==> src/rtl/addsub_share_arbiter.sv <==
// Round-robin arbiter sharing one WIDTH-bit add/subtract datapath among NREQ requesters.
// Latency 1 cycle from accept to rsp_valid; a held response stalls all grants until rsp_ready.
module addsub_share_arbiter #(
    parameter int WIDTH = 8,
    parameter int NREQ  = 4,
    parameter int IDW   = 2
) (
    input  logic                  CLK,
    input  logic                  RESETN,
    input  logic [NREQ-1:0]       req_valid,
    output logic [NREQ-1:0]       req_ready,
    input  logic [NREQ-1:0]       req_op,
    input  logic [NREQ*WIDTH-1:0] req_z,
    input  logic [NREQ*WIDTH-1:0] req_x,
    output logic                  rsp_valid,
    input  logic                  rsp_ready,
    output logic [WIDTH-1:0]      rsp_a,
    output logic                  rsp_cout,
    output logic [IDW-1:0]        rsp_id,
    output logic [15:0]           ops_count
);

    logic             vld_q, vld_d;
    logic [WIDTH-1:0] a_q, a_d;
    logic             cout_q, cout_d;
    logic [IDW-1:0]   id_q, id_d;
    logic [15:0]      cnt_q, cnt_d;
    logic [IDW-1:0]   ptr_q, ptr_d;

    logic             free;
    logic             grant_vld;
    logic [IDW-1:0]   grant_idx;
    logic [IDW-1:0]   cand;
    logic             accept;
    logic [WIDTH-1:0] z_sel, x_sel;
    logic             op_sel;
    logic [WIDTH:0]   sum;

    assign free = !vld_q || rsp_ready;

    // Scan from the farthest candidate back to ptr so the nearest valid one wins.
    always_comb begin
        grant_vld = 1'b0;
        grant_idx = '0;
        cand      = '0;
        for (int k = NREQ - 1; k >= 0; k--) begin
            cand = IDW'((int'(ptr_q) + k) % NREQ);
            if (req_valid[cand]) begin
                grant_vld = 1'b1;
                grant_idx = cand;
            end
        end
    end

    assign accept    = RESETN && free && grant_vld;
    assign req_ready = accept ? (NREQ'(1) << grant_idx) : '0;

    assign z_sel  = req_z[grant_idx*WIDTH +: WIDTH];
    assign x_sel  = req_x[grant_idx*WIDTH +: WIDTH];
    assign op_sel = req_op[grant_idx];
    // Subtract as z + ~x + 1 so carry out doubles as the no-borrow flag.
    assign sum    = {1'b0, z_sel} + {1'b0, (op_sel ? ~x_sel : x_sel)} + {{WIDTH{1'b0}}, op_sel};

    always_comb begin
        vld_d  = vld_q;
        a_d    = a_q;
        cout_d = cout_q;
        id_d   = id_q;
        cnt_d  = cnt_q;
        ptr_d  = ptr_q;
        if (accept) begin
            vld_d  = 1'b1;
            a_d    = sum[WIDTH-1:0];
            cout_d = sum[WIDTH];
            id_d   = grant_idx;
            ptr_d  = (grant_idx == IDW'(NREQ - 1)) ? '0 : grant_idx + 1'b1;
            cnt_d  = (cnt_q == 16'hFFFF) ? cnt_q : cnt_q + 16'd1;
        end else if (rsp_ready) begin
            vld_d  = 1'b0;
        end
    end

    always_ff @(posedge CLK) begin
        if (!RESETN) begin
            vld_q  <= 1'b0;
            a_q    <= '0;
            cout_q <= 1'b0;
            id_q   <= '0;
            cnt_q  <= '0;
            ptr_q  <= '0;
        end else begin
            vld_q  <= vld_d;
            a_q    <= a_d;
            cout_q <= cout_d;
            id_q   <= id_d;
            cnt_q  <= cnt_d;
            ptr_q  <= ptr_d;
        end
    end

    assign rsp_valid = vld_q;
    assign rsp_a     = a_q;
    assign rsp_cout  = cout_q;
    assign rsp_id    = id_q;
    assign ops_count = cnt_q;

endmodule

==> config.mk <==
export PLATFORM = sky130hd
export DESIGN_NAME = addsub_share_arbiter
export DESIGN_NICKNAME = d
export VERILOG_FILES = /design/src/rtl/addsub_share_arbiter.sv
export SDC_FILE = /design/constraint.sdc
export NUM_CORES = 1
export LEC_CHECK = 0
export ABC_AREA = 0
export BUFFER_PORTS_ARGS = -buffer_cell sky130_fd_sc_hd__buf_2
export CORE_MARGIN = 10
export CORE_UTILIZATION = 35
export CTS_CLUSTER_SIZE = 14
export DETAILED_ROUTE_END_ITERATION = 7
export GPL_TIMING_DRIVEN = 0
export PLACE_DENSITY = 0.68
export SYNTH_ARGS = -nofsm -noshare
export SYNTH_HDL_FRONTEND = slang
export SYNTH_SLANG_ARGS = --single-unit
==> constraint.sdc <==
create_clock -name CLK -period 3.8 [get_ports CLK]
set_input_delay 0.38 -clock CLK [delete_from_list [all_inputs] [get_ports CLK]]
set_output_delay 0.38 -clock CLK [all_outputs]
set_load 0.1 [all_outputs]
==> impl_metrics.sql, run 1 <==
INSERT INTO impl_metrics (metric_group, metric, value, unit) VALUES
('floorplanning', 'die-area', '10200', 'sq um'),
('critical_path', 'setup.worst_path.start', 'ptr_q[0]', ''),
('floorplanning', 'die_width', '101', 'microns'),
('cts', 'ctsHoldBuffers', '0', ''),
('critical_path', 'start_kind', 'flip-flop', ''),
('floorplanning', 'fp-row-count', '29', ''),
('pwr', 'vdd_ir_drop_max', '0.377', 'mV'),
('layout', 'seqCellArea', '601', 'sq um'),
('synthesis', 'post_synth_instance_area', '2310', 'sq um'),
('synthesis', 'yosys-top-cells-area', 'sky130_fd_sc_hd__dfxtp_1 (26%), sky130_fd_sc_hd__nand2_1 (12%), sky130_fd_sc_hd__xor2_1 (7.6%)', ''),
('cts', 'htreeDepth', '2', ''),
('route', 'post-route-drc-count', '0', ''),
('critical_path', 'regToRegStartpoint', 'ptr_q[0]', ''),
('critical_path', 'crit_path_frequent_cell', 'sky130_fd_sc_hd__buf_6', ''),
('place', 'gp_congestion', '0.800', ''),
('sta', 'skew', '0.00243', 'ns'),
('critical_path', 'critPathSlowestCell', 'sky130_fd_sc_hd__or4b_1', ''),
('place', 'placed_area', '2940', 'sq um'),
('route', 'drtPass1Iterations', '4', ''),
('sta', 'period_needed', '3.56', 'ns'),
('sta', 'highest_attainable_clock_frequency', '281', 'MHz'),
('cts', 'clock_tree.buffer_depth', '2', ''),
('cts', 'clock_insertion_delay_worst_skew', '0.28', 'ns'),
('cts', 'cts_tree', 'done', ''),
('layout', 'num_antenna_cells', '0', ''),
('cts', 'cts.reportedPaths.clkPinSlew', '0.06', 'ns'),
('critical_path', 'timing.critical_path.required', '3.95', 'ns'),
('floorplanning', 'design.core.area', '6390', 'sq um'),
('synthesis', 'async_reset_ff_frac', '0', ''),
('synthesis', 'ys.flop_type', 'sky130_fd_sc_hd__dfxtp_1', ''),
('critical_path', 'timing.critical_path.max_delay_family', 'simple AND/OR/NAND/NOR gates', ''),
('route', 'drtAntennaViolNets', '0', ''),
('sta', 'max-slew-margin-rel', '0.604', ''),
('critical_path', 'setup.worst_path.end_class', 'flip-flop', ''),
('floorplanning', 'top_level_ports', '107', ''),
('synthesis', 'yosysSeqAreaShare', '0.260', ''),
('cts', 'cts_buffers', '5', ''),
('cts', 'cts.root.buffer_cell', 'sky130_fd_sc_hd__clkbuf_8', ''),
('synthesis', 'post_synth_inst_count', '317', ''),
('global_route', 'grt_util_all_layers', '0.136', ''),
('synthesis', 'yosys.area.top_type', 'sky130_fd_sc_hd__dfxtp_1', ''),
('sta', 'worstMarginPinSlew', '0.590', 'ns'),
('critical_path', 'crit_path_cell_trace', 'nor2b_1 > or4b_1 > buf_6 > and2_0 > inv_2 > buf_6 > clkbuf_2 > nand2_1 > a31oi_1 > ha_1 > and2_1 > and3_2 > a211oi_1 > xor2_1 > o21ai_0', ''),
('layout', 'layout_commonest_cell', 'sky130_fd_sc_hd__buf_2', ''),
('sta', 'slew_viol_final', '0', ''),
('route', 'wl', '7190', 'microns'),
('floorplanning', 'die_height', '101', 'microns'),
('global_route', 'antenna_found_initial', '0', ''),
('place', 'dp.final_hpwl', '6030', 'microns'),
('route', 'drt_iter0_drc', '124', ''),
('layout', 'fillers', '672', ''),
('layout', 'final_cell_mix', 'sky130_fd_sc_hd__buf_2 (109), sky130_fd_sc_hd__nand2_1 (76), sky130_fd_sc_hd__dfxtp_1 (30)', ''),
('run_status', 'status', 'complete, no violations', ''),
('sta', 'final_hold_viol_count', '0', ''),
('global_route', 'global_route_wire_length_before_repair', '11700', 'microns'),
('layout', 'areaGrowthSynthToFinish', '32.1', '%'),
('synthesis', 'synth_largest_type_area_fraction', '0.260', ''),
('global_route', 'grt_max_degree', '12', ''),
('worst_hold_path', 'worstHoldStart', 'req_valid[2]', ''),
('pwr', 'leak', '1.48', 'nW'),
('floorplanning', 'floorplan.initialDensity', '0.362', ''),
('critical_path', 'timing.critical_path.slowest_cell_delay', '0.55', 'ns'),
('synthesis', 'synth-edff-count', '0', ''),
('sta', 'rsz0062_at_grt', 'false', ''),
('flow_run', 'drv.max_cap_violation_count', '0', ''),
('route', 'num_vias', '2573', ''),
('critical_path', 'crit_path_max_fanout', '11', ''),
('place', 'placedCellCount', '500', ''),
('synthesis', 'post_synth.cell_area_avg', '7.29', 'sq um'),
('layout', 'multi_input_comb_area', '1640', 'sq um'),
('synthesis', 'synth-seq-cells', '30', '');
[synthesized netlist by cell type, types with 2 or more instances]
| cell type | count |
|---|---|
| sky130_fd_sc_hd__dfxtp_1 | 30 |
| sky130_fd_sc_hd__nand2_1 | 76 |
| sky130_fd_sc_hd__nor4_1 | 3 |
| sky130_fd_sc_hd__a21o_1 | 2 |
| sky130_fd_sc_hd__inv_1 | 3 |
| sky130_fd_sc_hd__a31oi_1 | 17 |
| sky130_fd_sc_hd__nand4_1 | 3 |
| sky130_fd_sc_hd__and2_1 | 6 |
| sky130_fd_sc_hd__nor3b_1 | 3 |
| sky130_fd_sc_hd__a21oi_1 | 9 |
| sky130_fd_sc_hd__a21bo_2 | 2 |
| sky130_fd_sc_hd__a32oi_1 | 2 |
| sky130_fd_sc_hd__nor3_1 | 3 |
| sky130_fd_sc_hd__nor2_1 | 21 |
| sky130_fd_sc_hd__nand3_1 | 19 |
| sky130_fd_sc_hd__or3_1 | 4 |
| sky130_fd_sc_hd__and3_1 | 15 |
| sky130_fd_sc_hd__buf_2 | 2 |
| sky130_fd_sc_hd__a211oi_1 | 2 |
| sky130_fd_sc_hd__nor2b_1 | 5 |
| sky130_fd_sc_hd__a221oi_1 | 3 |
| sky130_fd_sc_hd__o21ai_0 | 11 |
| sky130_fd_sc_hd__ha_1 | 12 |
| sky130_fd_sc_hd__clkbuf_1 | 12 |
| sky130_fd_sc_hd__xnor2_1 | 6 |
| sky130_fd_sc_hd__and4_1 | 2 |
| sky130_fd_sc_hd__o21bai_1 | 2 |
| sky130_fd_sc_hd__xor2_1 | 20 |
[registers in the layout (all words and copies together), names as in the netlist]
name and flops:
ops_count 16, rsp_a 8, ptr_q 2, rsp_id 2, rsp_cout 1, rsp_valid 1
[what timing repair did]
| action | 4_1_cts | 5_1_grt |
|---|---|---|
| resized for setup | 6 | 10 |
| buffers inserted | 0 | 1 |
| endpoints found under the hold margin | 0 | 0 |
| setup endpoints to repair | 4 | 4 |
| pin swaps | 0 | 1 |
[kinds of logic after synthesis]
group,after synthesis,synth area share
compound gates,58,0.175
xor+xnor,26,0.0986
fa+ha+maj,13,0.0737
mux,1,0.00650
simple gates,169,0.349
flops,30,0.260
buf+inv,20,0.0368
[metrics by stage]
step	setup WS [ns]	hold slack (ns)	util	total power [mW]	TNS, ns
after floorplan	0.116	0.468	-	1.59	0
after global placement	-0.403	0.439	0.460	1.85	-1.48
after detailed placement	-0.425	0.450	0.460	1.88	-1.65
after CTS	0.0371	0.413	0.474	2.13	0
after global routing	0.0112	0.434	0.478	2.33	0
final	0.241	0.419	0.478	2.14	0
[tightest hold or removal path, delay by kind of cell]
| family | cells | cell delay, ns |
|---|---|---|
| AO/OA/AOI/OAI | 1 | 0.13 |
| buffers and inverters | 1 | 0.10 |
| AND/OR/NAND/NOR | 1 | 0.04 |
[power by group]
part	switching, mW	internal, mW	total, mW
Sequential	0.0251	0.370	0.395
Clock	0.109	0.126	0.234
Combinational	0.984	0.532	1.52
[metal layers]
metal / track usage / routed length (microns)
met1: 0.155 / 3060
met2: 0.223 / 3310
met3: 0.0647 / 738
met4: 0.0332 / 79
met5: 0 / 0
[path summary, 6_finish.rpt]
kind / end / slack [ns] / cells after the start
hold / removal: rsp_valid / 0.42 / 3
setup reg to reg: rsp_a[5] / 0.24 / 15
setup / recovery: rsp_a[5] / 0.24 / 15
hold reg to reg: rsp_a[1] / 0.46 / 2
[cell type report]
| cell class | instances | area share |
|---|---|---|
| tap | 77 | 0.0316 |
| multi-input combinational | 267 | 0.538 |
| clock buffer | 7 | 0.0250 |
| inverter | 4 | 0.00492 |
| sequential | 30 | 0.197 |
| timing repair buffer | 107 | 0.176 |
| buffer | 16 | 0.0275 |
Note: power is estimated with default switching activity, not from simulation.
==> run 2, diff against run 1 <==
CORE_UTILIZATION = 43   (was 35)
PLACE_DENSITY = 0.81   (was 0.68)
==> impl_metrics.sql, run 2 (synthesized netlist as in run 1, its figures left out) <==
INSERT INTO impl_metrics (metric_group, metric, value, unit) VALUES
('critical_path', 'setup.worst_path.end_class', 'flip-flop', ''),
('pwr', 'power.switching_fraction', '0.514', ''),
('global_route', 'global_route_wire_length_before_repair', '11900', 'microns'),
('floorplanning', 'die-area', '8700', 'sq um'),
('floorplanning', 'die_width', '93.3', 'microns'),
('cts', 'cts.root.buffer_cell', 'sky130_fd_sc_hd__clkbuf_8', ''),
('cts', 'cts.reportedPaths.clkPinSlew', '0.06', 'ns'),
('floorplanning', 'floorplan.initialDensity', '0.447', ''),
('cts', 'cts_buffers', '5', ''),
('route', 'num_vias', '2609', ''),
('layout', 'fillers', '484', ''),
('sta', 'total_setup_violations_reported_at_the_end_of_the_flow', '0', ''),
('layout', 'drive_gt1_frac', '0.325', ''),
('place', 'dp.final_hpwl', '5820', 'microns'),
('sta', 'fin_setup_tns', '0', 'ns'),
('pwr', 'pwr-share-comb', '0.689', ''),
('pwr', 'power.share.clock', '0.135', ''),
('layout', 'max_ffs_per_register', '16', ''),
('pwr', 'cellPowerDensity', '723', 'nW/um^2'),
('global_route', 'antenna_found_initial', '0', ''),
('cts', 'ctsHoldBuffers', '0', ''),
('critical_path', 'critical_path_class', 'flip-flop to flip-flop', ''),
('sta', 'final_hold_viol_count', '0', ''),
('layout', 'num_antenna_cells', '0', ''),
('route', 'drtPass1Iterations', '4', ''),
('route', 'routed_via_density', '5.21', ''),
('critical_path', 'critPathSlowestCell', 'sky130_fd_sc_hd__or4b_1', ''),
('sta', 'period_needed', '3.57', 'ns'),
('pwr', 'pwr-share-seq', '0.176', ''),
('run_status', 'status', 'complete, no violations', ''),
('global_route', 'grt_pass1_vias', '2585', ''),
('critical_path', 'timing.critical_path.required', '3.96', 'ns'),
('global_route', 'grt_max_degree', '12', ''),
('pwr', 'leak', '1.50', 'nW'),
('sta', 'finalCritPeriodShare', '0.939', ''),
('cts', 'clock_sink_count', '30', ''),
('cts', 'clock_insertion_delay_worst_skew', '0.28', 'ns'),
('cts', 'cts_tree', 'done', ''),
('cts', 'postCtsSetupBuffers', '0', ''),
('route', 'wl', '7120', 'microns'),
('cts', 'htreeDepth', '2', ''),
('floorplanning', 'top_level_ports', '107', ''),
('pwr', 'internal_cell_power', '1.09', 'mW'),
('global_route', 'global_route.overflow_total', '0', ''),
('route', 'post-route-drc-count', '0', ''),
('sta', 'slew_viol_final', '0', ''),
('global_route', 'grt_util_all_layers', '0.161', ''),
('layout', 'utilization', '0.599', ''),
('flow_run', 'drv.max_cap_violation_count', '0', ''),
('critical_path', 'crit_path_max_fanout', '10', ''),
('sta', 'worstMarginPinSlew', '0.605', 'ns'),
('pwr', 'power_switching', '1.15', 'mW'),
('layout', 'final_cell_mix', 'sky130_fd_sc_hd__buf_2 (109), sky130_fd_sc_hd__nand2_1 (76), sky130_fd_sc_hd__dfxtp_1 (30)', ''),
('sta', 'final.hold.worst_slack', '0.430', 'ns'),
('place', 'numPortBuffers', '106', ''),
('critical_path', 'timing.critical_path.max_delay_family', 'simple AND/OR/NAND/NOR gates', ''),
('floorplanning', 'fp-row-count', '26', ''),
('sta', 'highest_attainable_clock_frequency', '280', 'MHz'),
('sta', 'max-slew-margin-rel', '0.594', ''),
('layout', 'areaGrowthSynthToFinish', '34.1', '%'),
('critical_path', 'crit_path_frequent_cell', 'sky130_fd_sc_hd__a21oi_2', ''),
('pwr', 'vdd_ir_drop_max', '0.361', 'mV'),
('route', 'drtAntennaViolNets', '0', ''),
('floorplanning', 'design.core.area', '5170', 'sq um'),
('critical_path', 'timing.critical_path.slowest_cell_delay', '0.56', 'ns'),
('place', 'gp_congestion', '0.790', ''),
('cts', 'clock_tree.buffer_depth', '2', ''),
('critical_path', 'start_kind', 'flip-flop', ''),
('layout', 'layout_commonest_cell', 'sky130_fd_sc_hd__buf_2', ''),
('critical_path', 'cp.arrival', '3.73', 'ns'),
('critical_path', 'cp_num_buf_inv', '3', ''),
('worst_hold_path', 'hp-class', 'input pin to flip-flop', ''),
('route', 'wl_per_cell', '14.2', 'microns'),
('route', 'drt_iter0_drc', '102', ''),
('sta', 'skew', '0.00329', 'ns'),
('critical_path', 'crit_path_cell_trace', 'nor2b_1 > or4b_1 > buf_6 > and2_0 > inv_1 > buf_4 > nand2_1 > and3_1 > a31oi_4 > xor2_2 > fa_2 > a21o_1 > a21oi_2 > o21bai_1 > a21oi_2 > xor2_1 > o21ai_0', ''),
('layout', 'layout.nets', '518', ''),
('floorplanning', 'die_height', '93.3', 'microns'),
('pwr', 'report.power.total', '2.24', 'mW'),
('sta', 'rsz0062_at_grt', 'false', '');
==> run 2: metrics by stage <==
stage	cell area, sq um	instances	worst slack [ns]
floorplan	2310	317	0.116
global placement	2930	493	-0.389
detailed placement	2930	493	-0.420
CTS	3050	501	0.0364
global route	3100	501	0.0267
finish	3100	501	0.231
==> run 2: cell type report <==
| type | count | area, sq um | area share |
|---|---|---|---|
| buffer | 16 | 85.1 | 0.0275 |
| timing repair buffer | 106 | 531 | 0.171 |
| clock buffer | 8 | 110 | 0.0355 |
| tap | 70 | 87.6 | 0.0283 |
| inverter | 4 | 15.0 | 0.00485 |
| multi-input combinational | 267 | 1670 | 0.539 |
| sequential | 30 | 601 | 0.194 |
==> run 2: layer usage <==
layer,routed length (microns),global-route usage
met1,3050,0.188
met2,3190,0.255
met3,768,0.0743
met4,107,0.0501
met5,0,0
==> run 2: tightest hold or removal path, delay by kind of cell <==
kind	cells	cell delay [ns]
buffers and inverters	1	0.10
AOI/OAI and AO/OA	1	0.15
and+or+nand+nor	1	0.04
==> run 2: path summary, 6_finish.rpt <==
| kind | from | end | slack (ns) | depth (start not counted) |
|---|---|---|---|---|
| worst min-delay path | req_valid[2] | rsp_valid | 0.43 | 3 |
| worst min register to register | rsp_a[0] | rsp_a[0] | 0.47 | 2 |
| worst max-delay path | ptr_q[0] | rsp_a[6] | 0.23 | 17 |
| worst max register to register | ptr_q[0] | rsp_a[6] | 0.23 | 17 |
==> run 2: timing repair <==
action / CTS / global route
resized for setup: 6 / 16
gates cloned: 0 / 0
setup endpoints to repair: 4 / 4
endpoints found under the hold margin: 0 / 0
==> run 2: power by group through the flow <==
stage          registers [mW]  clock network [mW]  logic [mW]
2_1_floorplan           0.725                   0       0.867
3_3_place_gp            0.399                   0        1.45
3_5_place_dp            0.402                   0        1.47
4_1_cts                 0.395               0.309        1.50
5_1_grt                 0.403               0.323        1.70
6_report                0.395               0.302        1.54
==> run 3, diff against run 2 <==
CORE_UTILIZATION = 44   (was 43)
CTS_BUF_LIST = sky130_fd_sc_hd__clkbuf_4   (was unset)
GPL_TIMING_DRIVEN = unset   (was 0)
PLACE_DENSITY = 0.82   (was 0.81)
==> impl_metrics.sql, run 3 (synthesized netlist as in run 1, its figures left out) <==
INSERT INTO impl_metrics (metric_group, metric, value, unit) VALUES
('global_route', 'busiest_layer', 'met2', ''),
('pwr', 'leak', '1.49', 'nW'),
('cts', 'cts.reportedPaths.clkPinSlew', '0.08', 'ns'),
('place', 'numPortBuffers', '106', ''),
('sta', 'max-slew-margin-rel', '0.563', ''),
('critical_path', 'timing.critical_path.required', '4.00', 'ns'),
('layout', 'final_cell_mix', 'sky130_fd_sc_hd__buf_2 (106), sky130_fd_sc_hd__nand2_1 (76), sky130_fd_sc_hd__dfxtp_1 (30)', ''),
('critical_path', 'cp_num_buf_inv', '1', ''),
('global_route', 'gr-usage-met1', '0.155', ''),
('floorplanning', 'die_width', '92.5', 'microns'),
('cts', 'postCtsSetupBuffers', '0', ''),
('layout', 'max_ffs_per_register', '16', ''),
('layout', 'layout.cell_area.non_filler', '3010', 'sq um'),
('place', 'dp.final_hpwl', '5640', 'microns'),
('sta', 'final_hold_viol_count', '0', ''),
('critical_path', 'crit_path_frequent_cell', 'sky130_fd_sc_hd__a21oi_1', ''),
('global_route', 'antenna_found_initial', '0', ''),
('sta', 'highest_attainable_clock_frequency', '280', 'MHz'),
('floorplanning', 'die-area', '8550', 'sq um'),
('route', 'drtPass1Iterations', '6', ''),
('sta', 'worstMarginPinSlew', '0.650', 'ns'),
('critical_path', 'crit_path_max_fanout', '9', ''),
('route', 'wl_per_cell', '13.6', 'microns'),
('layout', 'fillers', '503', ''),
('sta', 'fin_setup_tns', '0', 'ns'),
('critical_path', 'start_kind', 'flip-flop', ''),
('cts', 'ctsHoldBuffers', '0', ''),
('cts', 'clock_insertion_delay_worst_skew', '0.32', 'ns'),
('cts', 'cts.root.buffer_cell', 'sky130_fd_sc_hd__clkbuf_4', ''),
('pwr', 'report.power.total', '2.07', 'mW'),
('worst_hold_path', 'worstHoldStart', 'req_valid[2]', ''),
('route', 'num_vias', '2623', ''),
('cts', 'htreeDepth', '2', ''),
('global_route', 'grt_pass1_vias', '2681', ''),
('run_status', 'status', 'complete, no violations', ''),
('critical_path', 'timing.critical_path.slowest_cell_delay', '0.56', 'ns'),
('worst_hold_path', 'hp-class', 'input pin to flip-flop', ''),
('critical_path', 'regToRegStartpoint', 'ptr_q[0]', ''),
('layout', 'layout_commonest_cell', 'sky130_fd_sc_hd__buf_2', ''),
('cts', 'cts_resized', '0', ''),
('floorplanning', 'floorplan.initialDensity', '0.452', ''),
('floorplanning', 'die_height', '92.5', 'microns'),
('route', 'routed_via_density', '5.28', ''),
('layout', 'layout.nets', '515', ''),
('route', 'post-route-drc-count', '0', ''),
('sta', 'skew', '0.00372', 'ns'),
('place', 'placed_area', '2960', 'sq um'),
('worst_hold_path', 'hold_depth', '3', ''),
('sta', 'final_worst_setup_slack', '0.235', 'ns'),
('flow_run', 'drv.max_cap_violation_count', '0', ''),
('critical_path', 'critPathSlowestCell', 'sky130_fd_sc_hd__or4b_1', ''),
('global_route', 'global_route.overflow_total', '0', ''),
('global_route', 'globalRouteMet2Util', '0.268', ''),
('global_route', 'grt_max_degree', '32', ''),
('route', 'wl', '6780', 'microns'),
('critical_path', 'rr_worst_depth', '14', ''),
('cts', 'clock_sink_count', '30', ''),
('critical_path', 'critical_path_class', 'flip-flop to flip-flop', ''),
('critical_path', 'setup.worst_path.end_class', 'flip-flop', ''),
('floorplanning', 'fp-row-count', '26', ''),
('layout', 'num_antenna_cells', '0', ''),
('pwr', 'vdd_ir_drop_max', '0.392', 'mV'),
('place', 'pre_cts_slack', '0.0296', 'ns'),
('floorplanning', 'top_level_ports', '107', ''),
('worst_hold_path', 'hold_end', 'rsp_valid', ''),
('global_route', 'grt_util_all_layers', '0.150', ''),
('cts', 'clock_tree.buffer_depth', '2', ''),
('sta', 'slew_viol_final', '0', ''),
('layout', 'areaGrowthSynthToFinish', '30.4', '%'),
('sta', 'period_needed', '3.57', 'ns'),
('sta', 'rsz0062_at_grt', 'false', ''),
('critical_path', 'crit_path_cell_trace', 'nor2b_1 > or4b_1 > buf_4 > a21bo_2 > a32oi_1 > mux2_4 > fa_1 > a21o_1 > a21oi_1 > o21bai_1 > a21oi_1 > nor2b_1 > o21ai_0 > a21oi_1', ''),
('critical_path', 'endpoint_of_the_lowest_slack_register_to_register_path', 'rsp_cout', ''),
('global_route', 'global_route_wire_length_before_repair', '11100', 'microns'),
('place', 'gp_congestion', '0.847', ''),
('layout', 'fin_cells', '497', ''),
('place', 'placedCellCount', '490', ''),
('critical_path', 'timing.critical_path.max_delay_family', 'compound AO/OA/AOI/OAI gates', ''),
('layout', 'drive_gt1_frac', '0.321', ''),
('global_route', 'groute.layer.met3.usage', '0.0718', ''),
('critical_path', 'cp.arrival', '3.77', 'ns'),
('pwr', 'cellPowerDensity', '686', 'nW/um^2'),
('cts', 'cts_tree', 'done', ''),
('route', 'drt_iter0_drc', '79', ''),
('cts', 'cts_buffers', '5', ''),
('sta', 'total_setup_violations_reported_at_the_end_of_the_flow', '0', ''),
('route', 'drtAntennaViolNets', '0', ''),
('critical_path', 'worst-r2r-setup-slack', '0.23', 'ns'),
('floorplanning', 'design.core.area', '5110', 'sq um'),
('sta', 'finalCritPeriodShare', '0.938', '');
## run 3: stage by stage
step	hold slack (ns)	util
after CTS	0.365	0.589
after global placement	0.446	0.579
after detailed placement	0.450	0.579
after floorplan	0.468	-
after global routing	0.391	0.590
final	0.382	0.590
## run 3: worst max-delay path by stage
stage | from | to | depth (start not counted)
after floorplan | req_valid[2] | rsp_cout | 18
after detailed placement | req_valid[2] | rsp_cout | 15
after CTS | ptr_q[0] | rsp_cout | 16
after global routing | ptr_q[0] | rsp_cout | 14
after global placement | req_valid[0] | rsp_cout | 15
final | ptr_q[0] | rsp_cout | 14
## run 3: final cells by class
cell class | instances | area, sq um | area share
well taps | 70 | 87.6 | 0.0291
inverters | 4 | 15.0 | 0.00499
flip-flops and latches | 30 | 601 | 0.199
multi-input cells | 267 | 1620 | 0.539
repair buffers | 119 | 632 | 0.210
clock buffers | 7 | 52.6 | 0.0174
## run 3: power by group
group	internal (mW)	switching, mW
Combinational	0.525	0.958
Sequential	0.369	0.0316
Clock	0.0839	0.0972
Total	0.978	1.09
## run 3: tightest hold or removal path: stages
cell                      delay (ns)
sky130_fd_sc_hd__buf_2          0.11
sky130_fd_sc_hd__nor2_1         0.04
sky130_fd_sc_hd__a31oi_1        0.13
## run 3: routing by layer
layer	share of wire	up-vias
met4	0.012	0
met2	0.47	95
met3	0.097	11
li1	-	1329
met5	0	-
met1	0.42	1188
